===== src/rtl/alu_exec_if.sv =====
// ALU execute-unit bus: operand/strobe inputs from the control FSM,
// registered result and status back to the output stage.
interface alu_exec_if #(
  parameter int WIDTH = 4
);
  logic [WIDTH-1:0]   Datain;
  logic               ldA;
  logic               ldB;
  logic               aCmp;
  logic               aAdd;
  logic               aSub;
  logic               aDiv;
  logic               aMul;
  logic [2*WIDTH-1:0] result;
  logic               carry;
  logic               cmp_gt;
  logic               cmp_eq;
  logic               cmp_lt;
  logic               div_zero;
  logic               op_err;
  logic               busy;
  logic               done;

  modport master (
    output Datain, ldA, ldB,
    output aCmp, aAdd, aSub, aDiv, aMul,
    input  result, carry,
    input  cmp_gt, cmp_eq, cmp_lt,
    input  div_zero, op_err, busy, done
  );

  modport slave (
    input  Datain, ldA, ldB,
    input  aCmp, aAdd, aSub, aDiv, aMul,
    output result, carry,
    output cmp_gt, cmp_eq, cmp_lt,
    output div_zero, op_err, busy, done
  );
endinterface


===== src/rtl/alu_exec_unit.sv =====
// ALU datapath: single-cycle ADD/SUB/CMP, iterative shift-add MUL
// and restoring DIV, with registered result, flags and done pulse.
module alu_exec_unit #(
  parameter int WIDTH = 4
) (
  input logic       clk,
  input logic       reset,
  alu_exec_if.slave bus
);
  localparam int CW = $clog2(WIDTH) + 1;

  typedef enum logic [1:0] {
    IDLE, MUL_RUN, DIV_RUN, FINISH
  } state_t;

  state_t             r_state;
  logic [WIDTH-1:0]   r_a, r_b;
  logic [WIDTH-1:0]   r_wa, r_wb, r_rem;
  logic [2*WIDTH-1:0] r_acc, r_mcand;
  logic [CW-1:0]      r_cnt;
  logic               r_is_div, r_dz;
  logic [2*WIDTH-1:0] r_result;
  logic               r_carry;
  logic               r_gt, r_eq, r_lt;
  logic               r_dzf, r_err;
  logic               r_busy, r_done;

  logic [WIDTH:0]     w_sum;
  logic [WIDTH-1:0]   w_diff;
  logic [WIDTH:0]     w_rem_sh;
  logic               w_ge;
  logic [WIDTH-1:0]   w_rem_sub;
  logic [2:0]         w_nops;
  logic               w_last;

  assign w_sum  = {1'b0, r_a} + {1'b0, r_b};
  assign w_diff = r_a - r_b;

  assign w_rem_sh  = {r_rem, r_wa[WIDTH-1]};
  assign w_ge      = w_rem_sh >= {1'b0, r_wb};
  // quotient bit set means the partial remainder fits in WIDTH bits
  assign w_rem_sub = w_rem_sh[WIDTH-1:0] - r_wb;

  assign w_nops = {2'b0, bus.aCmp} + {2'b0, bus.aAdd}
                + {2'b0, bus.aSub} + {2'b0, bus.aDiv}
                + {2'b0, bus.aMul};
  assign w_last = r_cnt == CW'(WIDTH - 1);

  always_ff @(posedge clk) begin
    if (!reset) begin
      r_state  <= IDLE;
      r_a      <= '0;
      r_b      <= '0;
      r_wa     <= '0;
      r_wb     <= '0;
      r_rem    <= '0;
      r_acc    <= '0;
      r_mcand  <= '0;
      r_cnt    <= '0;
      r_is_div <= 1'b0;
      r_dz     <= 1'b0;
      r_result <= '0;
      r_carry  <= 1'b0;
      r_gt     <= 1'b0;
      r_eq     <= 1'b0;
      r_lt     <= 1'b0;
      r_dzf    <= 1'b0;
      r_err    <= 1'b0;
      r_busy   <= 1'b0;
      r_done   <= 1'b0;
    end else begin
      r_done <= 1'b0;
      unique case (r_state)
        IDLE: begin
          if (bus.ldA) r_a <= bus.Datain;
          if (bus.ldB) r_b <= bus.Datain;
          if (w_nops > 3'd1) begin
            r_err <= 1'b1;
          end else if (w_nops == 3'd1) begin
            r_err <= 1'b0;
            unique case (1'b1)
              bus.aAdd: begin
                r_result <= {{(WIDTH-1){1'b0}}, w_sum};
                r_carry  <= w_sum[WIDTH];
                r_gt     <= 1'b0;
                r_eq     <= 1'b0;
                r_lt     <= 1'b0;
                r_dzf    <= 1'b0;
                r_done   <= 1'b1;
              end
              bus.aSub: begin
                r_result <= {{WIDTH{1'b0}}, w_diff};
                r_carry  <= r_a < r_b;
                r_gt     <= 1'b0;
                r_eq     <= 1'b0;
                r_lt     <= 1'b0;
                r_dzf    <= 1'b0;
                r_done   <= 1'b1;
              end
              bus.aCmp: begin
                r_result <= '0;
                r_carry  <= 1'b0;
                r_gt     <= r_a > r_b;
                r_eq     <= r_a == r_b;
                r_lt     <= r_a < r_b;
                r_dzf    <= 1'b0;
                r_done   <= 1'b1;
              end
              bus.aMul: begin
                r_mcand  <= {{WIDTH{1'b0}}, r_a};
                r_wa     <= r_b;
                r_acc    <= '0;
                r_cnt    <= '0;
                r_is_div <= 1'b0;
                r_busy   <= 1'b1;
                r_state  <= MUL_RUN;
              end
              bus.aDiv: begin
                r_is_div <= 1'b1;
                r_wa     <= r_a;
                r_wb     <= r_b;
                r_rem    <= '0;
                r_cnt    <= '0;
                if (r_b == '0) begin
                  r_dz    <= 1'b1;
                  r_state <= FINISH;
                end else begin
                  r_dz    <= 1'b0;
                  r_busy  <= 1'b1;
                  r_state <= DIV_RUN;
                end
              end
              default: ;
            endcase
          end
        end
        MUL_RUN: begin
          if (r_wa[0]) r_acc <= r_acc + r_mcand;
          r_mcand <= r_mcand << 1;
          r_wa    <= r_wa >> 1;
          r_cnt   <= r_cnt + 1'b1;
          if (w_last) begin
            r_busy  <= 1'b0;
            r_state <= FINISH;
          end
        end
        DIV_RUN: begin
          r_rem <= w_ge ? w_rem_sub
                        : w_rem_sh[WIDTH-1:0];
          r_wa  <= {r_wa[WIDTH-2:0], w_ge};
          r_cnt <= r_cnt + 1'b1;
          if (w_last) begin
            r_busy  <= 1'b0;
            r_state <= FINISH;
          end
        end
        FINISH: begin
          r_carry <= 1'b0;
          r_gt    <= 1'b0;
          r_eq    <= 1'b0;
          r_lt    <= 1'b0;
          r_done  <= 1'b1;
          r_state <= IDLE;
          if (r_is_div) begin
            r_dzf    <= r_dz;
            r_result <= r_dz ? '1 : {r_rem, r_wa};
          end else begin
            r_dzf    <= 1'b0;
            r_result <= r_acc;
          end
        end
        default: r_state <= IDLE;
      endcase
    end
  end

  assign bus.result   = r_result;
  assign bus.carry    = r_carry;
  assign bus.cmp_gt   = r_gt;
  assign bus.cmp_eq   = r_eq;
  assign bus.cmp_lt   = r_lt;
  assign bus.div_zero = r_dzf;
  assign bus.op_err   = r_err;
  assign bus.busy     = r_busy;
  assign bus.done     = r_done;
endmodule


===== src/flat_wrapper.sv =====
// flat-port wrapper written by rule: the top's interface ports become plain ports
module alu_exec_unit_flat 
#(
  parameter int WIDTH = 4
)
  (clk, reset, bus_Datain, bus_ldA, bus_ldB, bus_aCmp, bus_aAdd, bus_aSub, bus_aDiv, bus_aMul, bus_result, bus_carry, bus_cmp_gt, bus_cmp_eq, bus_cmp_lt, bus_div_zero, bus_op_err, bus_busy, bus_done);
  alu_exec_if #(.WIDTH(WIDTH)) bus_i ();
  input logic clk;
  input logic reset;
  input wire logic [$bits(bus_i.Datain)-1:0] bus_Datain;
  input wire logic [$bits(bus_i.ldA)-1:0] bus_ldA;
  input wire logic [$bits(bus_i.ldB)-1:0] bus_ldB;
  input wire logic [$bits(bus_i.aCmp)-1:0] bus_aCmp;
  input wire logic [$bits(bus_i.aAdd)-1:0] bus_aAdd;
  input wire logic [$bits(bus_i.aSub)-1:0] bus_aSub;
  input wire logic [$bits(bus_i.aDiv)-1:0] bus_aDiv;
  input wire logic [$bits(bus_i.aMul)-1:0] bus_aMul;
  output wire logic [$bits(bus_i.result)-1:0] bus_result;
  output wire logic [$bits(bus_i.carry)-1:0] bus_carry;
  output wire logic [$bits(bus_i.cmp_gt)-1:0] bus_cmp_gt;
  output wire logic [$bits(bus_i.cmp_eq)-1:0] bus_cmp_eq;
  output wire logic [$bits(bus_i.cmp_lt)-1:0] bus_cmp_lt;
  output wire logic [$bits(bus_i.div_zero)-1:0] bus_div_zero;
  output wire logic [$bits(bus_i.op_err)-1:0] bus_op_err;
  output wire logic [$bits(bus_i.busy)-1:0] bus_busy;
  output wire logic [$bits(bus_i.done)-1:0] bus_done;
  assign bus_i.Datain = bus_Datain;
  assign bus_i.ldA = bus_ldA;
  assign bus_i.ldB = bus_ldB;
  assign bus_i.aCmp = bus_aCmp;
  assign bus_i.aAdd = bus_aAdd;
  assign bus_i.aSub = bus_aSub;
  assign bus_i.aDiv = bus_aDiv;
  assign bus_i.aMul = bus_aMul;
  assign bus_result = bus_i.result;
  assign bus_carry = bus_i.carry;
  assign bus_cmp_gt = bus_i.cmp_gt;
  assign bus_cmp_eq = bus_i.cmp_eq;
  assign bus_cmp_lt = bus_i.cmp_lt;
  assign bus_div_zero = bus_i.div_zero;
  assign bus_op_err = bus_i.op_err;
  assign bus_busy = bus_i.busy;
  assign bus_done = bus_i.done;
  alu_exec_unit #(.WIDTH(WIDTH)) u_core (.clk(clk), .reset(reset), .bus(bus_i));
endmodule

===== config.mk =====
export PLATFORM = sky130hd
export DESIGN_NAME = alu_exec_unit_flat
export DESIGN_NICKNAME = d
export VERILOG_FILES = /design/src/rtl/alu_exec_if.sv /design/src/rtl/alu_exec_unit.sv /design/src/flat_wrapper.sv
export SDC_FILE = /design/constraint.sdc
export NUM_CORES = 1
export LEC_CHECK = 0
export ABC_AREA = 1
export BUFFER_PORTS_ARGS = -buffer_cell sky130_fd_sc_hd__buf_2
export CAP_MARGIN = 20
export CORE_MARGIN = 2
export CORE_UTILIZATION = 28
export CTS_CLUSTER_DIAMETER = 120
export CTS_CLUSTER_SIZE = 24
export DETAILED_ROUTE_END_ITERATION = 8
export GPL_ROUTABILITY_DRIVEN = 0
export PLACE_DENSITY_LB_ADDON = 0.2
export RECOVER_POWER = 100
export SYNTH_ARGS = -nofsm -noshare
export SYNTH_HDL_FRONTEND = slang
export SYNTH_SLANG_ARGS = --single-unit

===== constraint.sdc =====
create_clock -name clk -period 3.82 [get_ports clk]
set_input_delay 0.382 -clock clk [delete_from_list [all_inputs] [get_ports clk]]
set_output_delay 0.382 -clock clk [all_outputs]
set_load 0.05 [all_outputs]

# Yosys cells after proc, flatten, opt, wreduce, memory -nomap -nowiden
# Index checks and enable logic that the tools add are counted.
# word_totals
register_bits	59
inputBits	13
output_inout_bits	16
elab_cells	149
# op_classes
add_sub_neg	9
order_cmp	4
eq_ne	18
mux	69
n_bitwise	1
reduce_logical	28
# op_table
operator	count
$mux 8	11
$pmux 8 s2	3
$reduce_and 4->1	10
$mux 4	6
$pmux 1 s2	12
$pmux 8 s3	1
$mux 1	23
$pmux 4 s2	2
$pmux 4 s3	1
$reduce_bool 2->1	6
$ne 2x2->1 const B	5
$add 3x1->3	3
$mux 3	3
$ne 3x3->1 const B	3
$add 8x8->8	1
$sub 4x4->4	2
$mux 2	3
$ne 2x1->1 const B	3
$pmux 2 s3	1
$pmux 3 s2	1
$reduce_and 2->1	3
$reduce_and 6->1	1
$reduce_or 2->1	3
$add 4x4->5	1
20 further kinds	21

# Logic depth before layout (Yosys ltp)
# Gate-level depths: netlist (run 1).
# depth
depth_word	8
depth_mapped	14
mapped_depth_nobuf	14

# Worst setup path before layout (run 1)
# Ideal clock, no wire load.
# synth_path
path_type	input to register
startpoint	in bus_aAdd
endpoint	reg u_core.r_acc[1]
setup_time_ps	130
arrival_time_ps	2748
t_required_ps	3690
slack_ps	942
stages	14
n_path_buf	1
path_cell_list	ha_1 inv_1 fa_1 inv_1 ha_1 fa_1 nor2_4 nand2_2 nand2_2 nand2_4 or2_1 buf_6 nand2_1 a21oi_1
# synth_between
elab_chain_cells	7
elab_cells_between_ends	9
classes_between	add/sub (4); order compare (1); eq/ne (3); reduce/logical (1)
# synth_lines
element	line	text
from (decl)	flat_wrapper.sv:14	input wire logic [$bits(bus_i.aAdd)-1:0] bus_aAdd;
$add 1x1->2 *	alu_exec_unit.sv:44	assign w_nops = {2'b0, bus.aCmp} + {2'b0, bus.aAdd}
$add 3x1->3 * (2 in a row)	alu_exec_unit.sv:45	+ {2'b0, bus.aSub} + {2'b0, bus.aDiv}
$add 3x1->3 *	alu_exec_unit.sv:46	+ {2'b0, bus.aMul};
$gt 3x1->1 / $eq 3x1->1 (equally long branches)	alu_exec_unit.sv:77, alu_exec_unit.sv:79	
$ne 2x2->1 (no source line) / $ne 2x1->1 (equally long branches)	-	
$reduce_and 5->1 (no source line) *	-	
to (signal assigned)	alu_exec_unit.sv:138	if (r_wa[0]) r_acc <= r_acc + r_mcand;
to (decl)	alu_exec_unit.sv:19	logic [2*WIDTH-1:0] r_acc, r_mcand;
# Every way passes the cells marked *; elsewhere a longest branch is shown, timed or not.
# A chain may end at the register's enable or synchronous reset.

# Final worst setup path (run 1)
# layout_path
startpoint	in bus_aCmp
endpoint	reg u_core.r_acc[5]
# layout_between
elab_chain_cells	7
elab_cells_between_ends	9
classes_between	add/sub (4); order compare (1); eq/ne (3); reduce/logical (1)
# layout_lines
element	line	text
from (decl)	flat_wrapper.sv:13	input wire logic [$bits(bus_i.aCmp)-1:0] bus_aCmp;
$add 1x1->2 *	alu_exec_unit.sv:44	
$add 3x1->3 * (2 in a row)	alu_exec_unit.sv:45	
$add 3x1->3 *	alu_exec_unit.sv:46	
$gt 3x1->1 / $eq 3x1->1 (equally long branches)	alu_exec_unit.sv:77, alu_exec_unit.sv:79	
$ne 2x2->1 (no source line) / $ne 2x1->1 (equally long branches)	-	
$reduce_and 5->1 (no source line) *	-	
# Marked as above.

==> results of run 1 <==
==> routing by layer <==
layer  up-vias  global-route usage [%]  share of wire [%]
met5         -                       0                  0
li1       1774                       -                  -
met1      1548                    18.0                 49
met4         0                    2.94               0.37
met3         4                    3.81                2.8
met2        49                    24.5                 48
==> report_power, final <==
| group | switching (W) | internal, W |
|---|---|---|
| Sequential | 0.000113 | 0.000762 |
| Clock | 0.000286 | 0.000605 |
| Combinational | 0.00100 | 0.000402 |
| Total | 0.00140 | 0.00177 |
==> synthesized netlist by cell type, types with 2 or more instances <==
cell type	instances	area share, %
a211oi_1	4	0.82
a21oi_1	65	8.9
a31oi_1	3	0.51
buf_2	3	0.41
buf_4	3	0.62
buf_6	2	0.62
clkbuf_1	4	0.41
clkinv_1	2	0.21
dfxtp_1	59	32
dlymetal6s2s_1	2	0.68
fa_1	6	3.3
ha_1	27	9.2
inv_1	60	6.2
inv_2	2	0.21
nand2_1	117	12
nand2_2	2	0.34
nand3_1	35	4.8
nand4_1	6	1.0
nor2_1	43	4.4
nor2_2	2	0.34
nor2_4	2	0.62
o211ai_1	2	0.41
o21ai_0	52	7.1
o21ai_2	2	0.48
or2_2	2	0.34
xor2_1	3	0.72
==> path summary, 6_finish.rpt <==
kind	startpoint	to	slack (ns)	depth (start not counted)
hold / removal	bus_Datain[1]	u_core.r_b[1]	0.35	3
setup reg to reg	u_core.r_state[0]	u_core.r_rem[2]	1.57	8
setup / recovery	bus_aCmp	u_core.r_acc[5]	0.66	14
hold reg to reg	u_core.bus.busy	u_core.bus.busy	0.47	2
==> worst max-delay path: cells and delay by family <==
kind | cells | cell delay [ns]
buffers and inverters | 3 | 0.22
and+or+nand+nor | 6 | 1.29
adders and majority gates | 4 | 1.37
AOI/OAI and AO/OA | 1 | 0.15
==> placed cells by master (no fill, tap or decap), types with 2 or more instances in the layout <==
cell	n
o21ai_0	53
a31oi_1	3
fa_1	6
clkbuf_1	18
a211oi_1	4
clkinv_1	2
bufinv_16	2
xor2_1	3
clkbuf_16	9
dfxtp_1	59
o211ai_1	2
ha_1	27
a21oi_1	65
nand3_1	35
clkbuf_8	2
nor2_1	45
or2_2	2
buf_2	11
nand4_1	6
nand2_1	118
inv_1	61
==> area by class of cell <==
cell class / count / area (um^2) / area share (%)
Multi-Input combinational cell: 383 / 2110 / 50.1
Tap cell: 172 / 215 / 5.11
Timing Repair Buffer: 29 / 126 / 3.00
Sequential cell: 59 / 1180 / 28.1
Inverter: 65 / 246 / 5.86
Clock inverter: 4 / 72.6 / 1.72
Clock buffer: 12 / 256 / 6.10
==> flip-flops by register name, summed over array words and instances, names as in the netlist, 2 cells and up <==
| name | flops |
|---|---|
| u_core.r_b | 4 |
| u_core.r_acc | 8 |
| u_core.r_wb | 4 |
| u_core.r_a | 4 |
| u_core.r_rem | 4 |
| u_core.bus.result | 8 |
| u_core.r_state | 2 |
| u_core.r_cnt | 3 |
| u_core.r_wa | 4 |
| u_core.r_mcand | 8 |
==> cells by family (layout without fill, tap and decap cells) <==
group / Yosys count / after routing
and+or+nand+nor: 215 / 215
adders and majority gates: 33 / 33
AOI/OAI and AO/OA: 132 / 132
xor gates and xnor gates: 3 / 3
buffers and inverters: 79 / 110
DFF: 59 / 59
==> stage by stage <==
step                      std cells  worst slack [ns]
after floorplan                 521             0.942
after global placement          708             0.676
after detailed placement        708             0.561
after CTS                       724             0.905
after global routing            724             0.431
final                           724             0.662
==> flow_summary.yaml, run 1 <==
timing:
  fmax_ghz: 0.317
  max_slew.worst_pin.slew_ns: 0.613
  final.setup.tns_ns: 0
  setup_viol: 0
  skew_ns: 0.00701
  fin_hold_ws_ns: 0.347
  rsz0062_at_grt: "no"
  finalHoldViolCount: 0
  timing.final.crit_period_ns: 3.16
  slew_headroom_pct: 58.7
  maxSlewViolCount: 0
  period_share_pct: 82.7
logic_synthesis:
  synthArstFlopShare_pct: 0
  ys_seq_area_share_pct: 32.3
  synthesis.area_um2: 3650
  synth_top_family_by_area: "simple AND/OR/NAND/NOR gates"
  syn_inst: 521
  synth_compound_area_share_pct: 19.3
  synthMuxAreaShare_pct: 0
  syn-num-nets: 567
  synth.distinct_cells: 37
  syn_area_per_cell_um2: 7.01
  ys.flop_type: "dfxtp_1"
  synth_edf_count: 0
  ys_ff_latch: 59
  synth_fa_ha_area_share_pct: 12.5
  yosys.area_share.simple_pct: 25.7
  synthXorXnorAreaFrac_pct: 0.719
  yosysWarnings: 0
cells_and_area:
  nets: 593
  drive_gt1_share_pct: 7.07
  fill_cells: 1403
  postLayoutCellArea_um2: 4210
  syn2layout_area_growth_pct: 15.2
  n_antenna_cell: 0
  fin_util_pct: 33.2
power:
  power.density_cell_area_nw_per_um2: 754
  total_power_w: 0.00317
  p_leak_nw: 1.86
  irDropWorstVdd_mv: 0.256
placement:
  dp_hpwl_um: 7640
  io_buffers: 28
  place_area_um2: 3920
global_route:
  antenna_found_initial: 0
  grt_max_degree: 36
  overflow: 0
  grt_use_total_pct: 14.3
  grt_pass1_wl_um: 15800
  grt_pass1_vias: 3165
clocking:
  cts_resized: 0
  htree_levels: 3
  clock_sinks: 59
  cts_setup_buffers: 0
  numCtsBuffers: 9
  clk_pin_slew_ns: 0.05
  cts_buffer_depth: 2
  cts_root_buf: "clkbuf_16"
  ctsHoldBuffers: 0
  cts_tree: "built"
  clk_latency_ns: 0.33
critical_path:
  cp-end-kind: "register"
  path_max_fanout: 8
  cp-start-kind: "input pin"
  cpMaxStageDelayCell: "fa_1"
  required_ns: 4.07
  critPathKind: "in2reg"
  path_cells: "clkbuf_1 > ha_1 > inv_1 > fa_1 > inv_1 > ha_1 > fa_1 > nor2_1 > nand2_2 > nand2_1 > nand2_4 > nor3_4 > nand3_1 > a21oi_1"
  worstPathArrival_ns: 3.40
  cp_slowest_stage_delay_ns: 0.47
die:
  die_w_um: 118
  die_area_um2: 14000
  num_rows: 41
  initial_core_util_pct: 28.8
  core_area_um2: 12700
  ioPinCount: 29
  die_h_um: 118
drt:
  first_pass_iters: 4
  wl_per_cell_um: 13.4
  viasPerCell: 4.66
  wl_um: 9710
  ant_nets: 0
  routed-via-count: 3375
  drt_iter0_markers: 188
  drcViolationCount: 0
status:
  run_status: "completed"
hold_path:
  hold_path.class: "in2reg"
run:
  drv_cap: 0
(Power assumes the default switching activity.)
==> run 2, diff against run 1 <==
--- a/config.mk
+++ b/config.mk
@@ -5,7 +5,7 @@
 export SDC_FILE = /design/constraint.sdc
 export NUM_CORES = 1
 export LEC_CHECK = 0
-export ABC_AREA = 1
+export ABC_AREA = 0
 export BUFFER_PORTS_ARGS = -buffer_cell sky130_fd_sc_hd__buf_2
 export CAP_MARGIN = 20
 export CORE_MARGIN = 2
==> constraint.sdc (replaced) <==
create_clock -name clk -period 2.8 [get_ports clk]
set_input_delay 0.28 -clock clk [delete_from_list [all_inputs] [get_ports clk]]
set_output_delay 0.28 -clock clk [all_outputs]
set_load 0.05 [all_outputs]
==> flow_summary.yaml, run 2 <==
clocking:
  clk_latency_ns: 0.33
  clk_pin_slew_ns: 0.05
  ctsHoldBuffers: 0
  numCtsBuffers: 9
  cts_buffer_depth: 2
  cts_tree: "built"
  htree_levels: 3
  cts_setup_buffers: 0
  cts_root_buf: "clkbuf_16"
  clock_sinks: 59
placement:
  dp_hpwl_um: 7500
  io_buffers: 28
  post-place-cells: 645
cells_and_area:
  final_cell_mix: "dfxtp_1 (59), nor2_1 (54), a21oi_1 (52), nand2_1 (38), inv_1 (27)"
  fin_util_pct: 35.5
  drive_gt1_share_pct: 13.9
  nets: 530
  syn2layout_area_growth_pct: 25.1
  stdcell_count: 661
  fill_cells: 1381
  n_antenna_cell: 0
  final_common_cell: "dfxtp_1"
timing:
  maxSlewViolCount: 0
  period_share_pct: 96.8
  setup_viol: 0
  timing.final.crit_period_ns: 2.71
  skew_ns: 0.00495
  max_slew.worst_pin.slew_ns: 0.871
  rsz0062_at_grt: "no"
  final.setup.tns_ns: 0
  slew_headroom_pct: 41.9
  fmax_ghz: 0.369
  finalHoldViolCount: 0
logic_synthesis:
  syn_inst: 440
  yosys.area.top_type: "dfxtp_1"
  synth_commonest_cells: "dfxtp_1 (59), nor2_1 (54), a21oi_1 (53), nand2_1 (38), inv_1 (28)"
  ys_ff_latch: 59
  synth_top_area_share_pct: 33.3
  yosysWarnings: 0
  synthArstFlopShare_pct: 0
  syn_area_per_cell_um2: 8.07
  synthesis.area_um2: 3550
  synth.distinct_cells: 57
  ys_seq_area_share_pct: 33.3
  synthTopCellsByArea: "dfxtp_1 (33%), ha_1 (9.5%), a21oi_1 (7.5%)"
  syn-num-nets: 486
  yosysMostFrequentCell: "dfxtp_1"
  synth_edf_count: 0
  ys.flop_type: "dfxtp_1"
critical_path:
  r2r-start: "u_core.r_state[0]"
  cp-start-kind: "input pin"
  worstPathArrival_ns: 2.97
  timing.rr.end: "u_core.bus.cmp_eq"
  path_max_fanout: 4
  reg2reg_depth: 7
  cp-end-kind: "register"
  required_ns: 3.06
  regToRegSetupSlack_ns: 0.41
  critPathKind: "in2reg"
hold_path:
  hold_depth: 3
  hold_end: "u_core.r_b[0]"
  hold_path.class: "in2reg"
  hold_start: "bus_Datain[0]"
global_route:
  grt_pass1_wl_um: 16400
  overflow: 0
  grt_max_degree: 27
  grt_use_total_pct: 15.9
  grt_pass1_vias: 3248
  antenna_found_initial: 0
power:
  total_power_w: 0.00408
  pwr-share-seq_pct: 26.5
  irDropWorstVdd_mv: 0.362
  netSwitchingPower_w: 0.00153
  clockPowerShare_pct: 34.4
  power.density_cell_area_nw_per_um2: 918
  combPwrFrac_pct: 39.1
  p_sw_share_pct: 37.5
  p_leak_nw: 1.73
  p_int_w: 0.00255
die:
  die_w_um: 117
  die_h_um: 117
  ioPinCount: 29
  die_area_um2: 13600
  num_rows: 41
  core_area_um2: 12500
  initial_core_util_pct: 28.4
drt:
  wl_per_cell_um: 15.1
  drt_iter0_markers: 230
  viasPerCell: 4.93
  ant_nets: 0
  drcViolationCount: 0
  routed-via-count: 3262
  first_pass_iters: 4
  wl_um: 9960
run:
  drv_cap: 0
status:
  run_status: "completed"
[run 2: cell types whose count changed after synthesis, sizes merged, moves of 6 or more]
cell,previous run,this run
nor3,2,10
inv,63,29
a21oi,65,53
nand2,120,38
nand3,36,20
clkbuf,4,19
mux2i,0,15
o21ai,55,19
buf,8,2
nor2,47,54
[run 2: logic make-up after synthesis]
logic type	after synthesis	share of synthesized area, %
DFF	59	33.3
buffers and inverters	52	5.57
xor gates and xnor gates	6	1.48
adders and majority gates	33	12.9
and+or+nand+nor	145	18.6
AOI/OAI and AO/OA	128	23.2
muxes	17	4.97
[run 2: what timing repair did]
item                                    in CTS  in global routing
endpoints found under the hold margin        0                  0
endpoints found under the setup margin       0                 16
resized for setup                            0                  6
[run 2: worst max path at each step]
stage	slack [ns]	from	end
after CTS	0.05	bus_aCmp	u_core.bus.cmp_gt
after floorplan	-0.09	bus_aCmp	u_core.bus.cmp_gt
final	0.09	bus_aCmp	u_core.bus.cmp_gt
after global routing	0.002	bus_aCmp	u_core.r_acc[5]
after detailed placement	-0.30	bus_aCmp	u_core.bus.cmp_gt
after global placement	-0.27	bus_aCmp	u_core.bus.cmp_gt
[run 2: power groups by stage]
stage,Clock (W),Combinational (W),Sequential (W)
after floorplan,0,0.000977,0.00122
final,0.00140,0.00160,0.00108
after global routing,0.00148,0.00176,0.00110
after detailed placement,0,0.00164,0.00110
after CTS,0.00143,0.00164,0.00108
after global placement,0,0.00163,0.00110
[run 2: stage by stage]
stage                     setup slack, ns  hold slack (ns)  cell area [um^2]
after floorplan                   -0.0856            0.428              3620
after global placement             -0.266            0.445              4090
after detailed placement           -0.300            0.448              4090
after CTS                          0.0463            0.210              4470
after global routing              0.00203            0.213              4440
final                              0.0901            0.217              4440
[run 2: metal layers]
layer,vias up,routed length [um],track usage [%]
met5,-,0,0
met3,10,373,3.32
met1,1541,4890,21.0
li1,1660,-,-
met4,0,115,5.73
met2,51,4590,25.6
[run 2: layout make-up]
cell class                 instances  area [um^2]  share of cell area (%)
multi-input combinational        329         2250                    50.6
sequential                        59         1180                    26.6
timing repair buffer              54          305                    6.87
clock buffer                      12          256                    5.77
tap                              172          215                    4.84
clock inverter                     4          120                    2.70
inverter                          31          116                    2.62
[run 2: worst max-delay path, stage by stage]
cell and delay [ns]:
buf_4 0.13, ha_4 0.26, inv_2 0.03, fa_1 0.46, inv_1 0.04, ha_2 0.17
fa_2 0.48, nor3b_2 0.20, o31a_2 0.25, mux2i_4 0.10, or4_4 0.46, a21oi_2 0.12
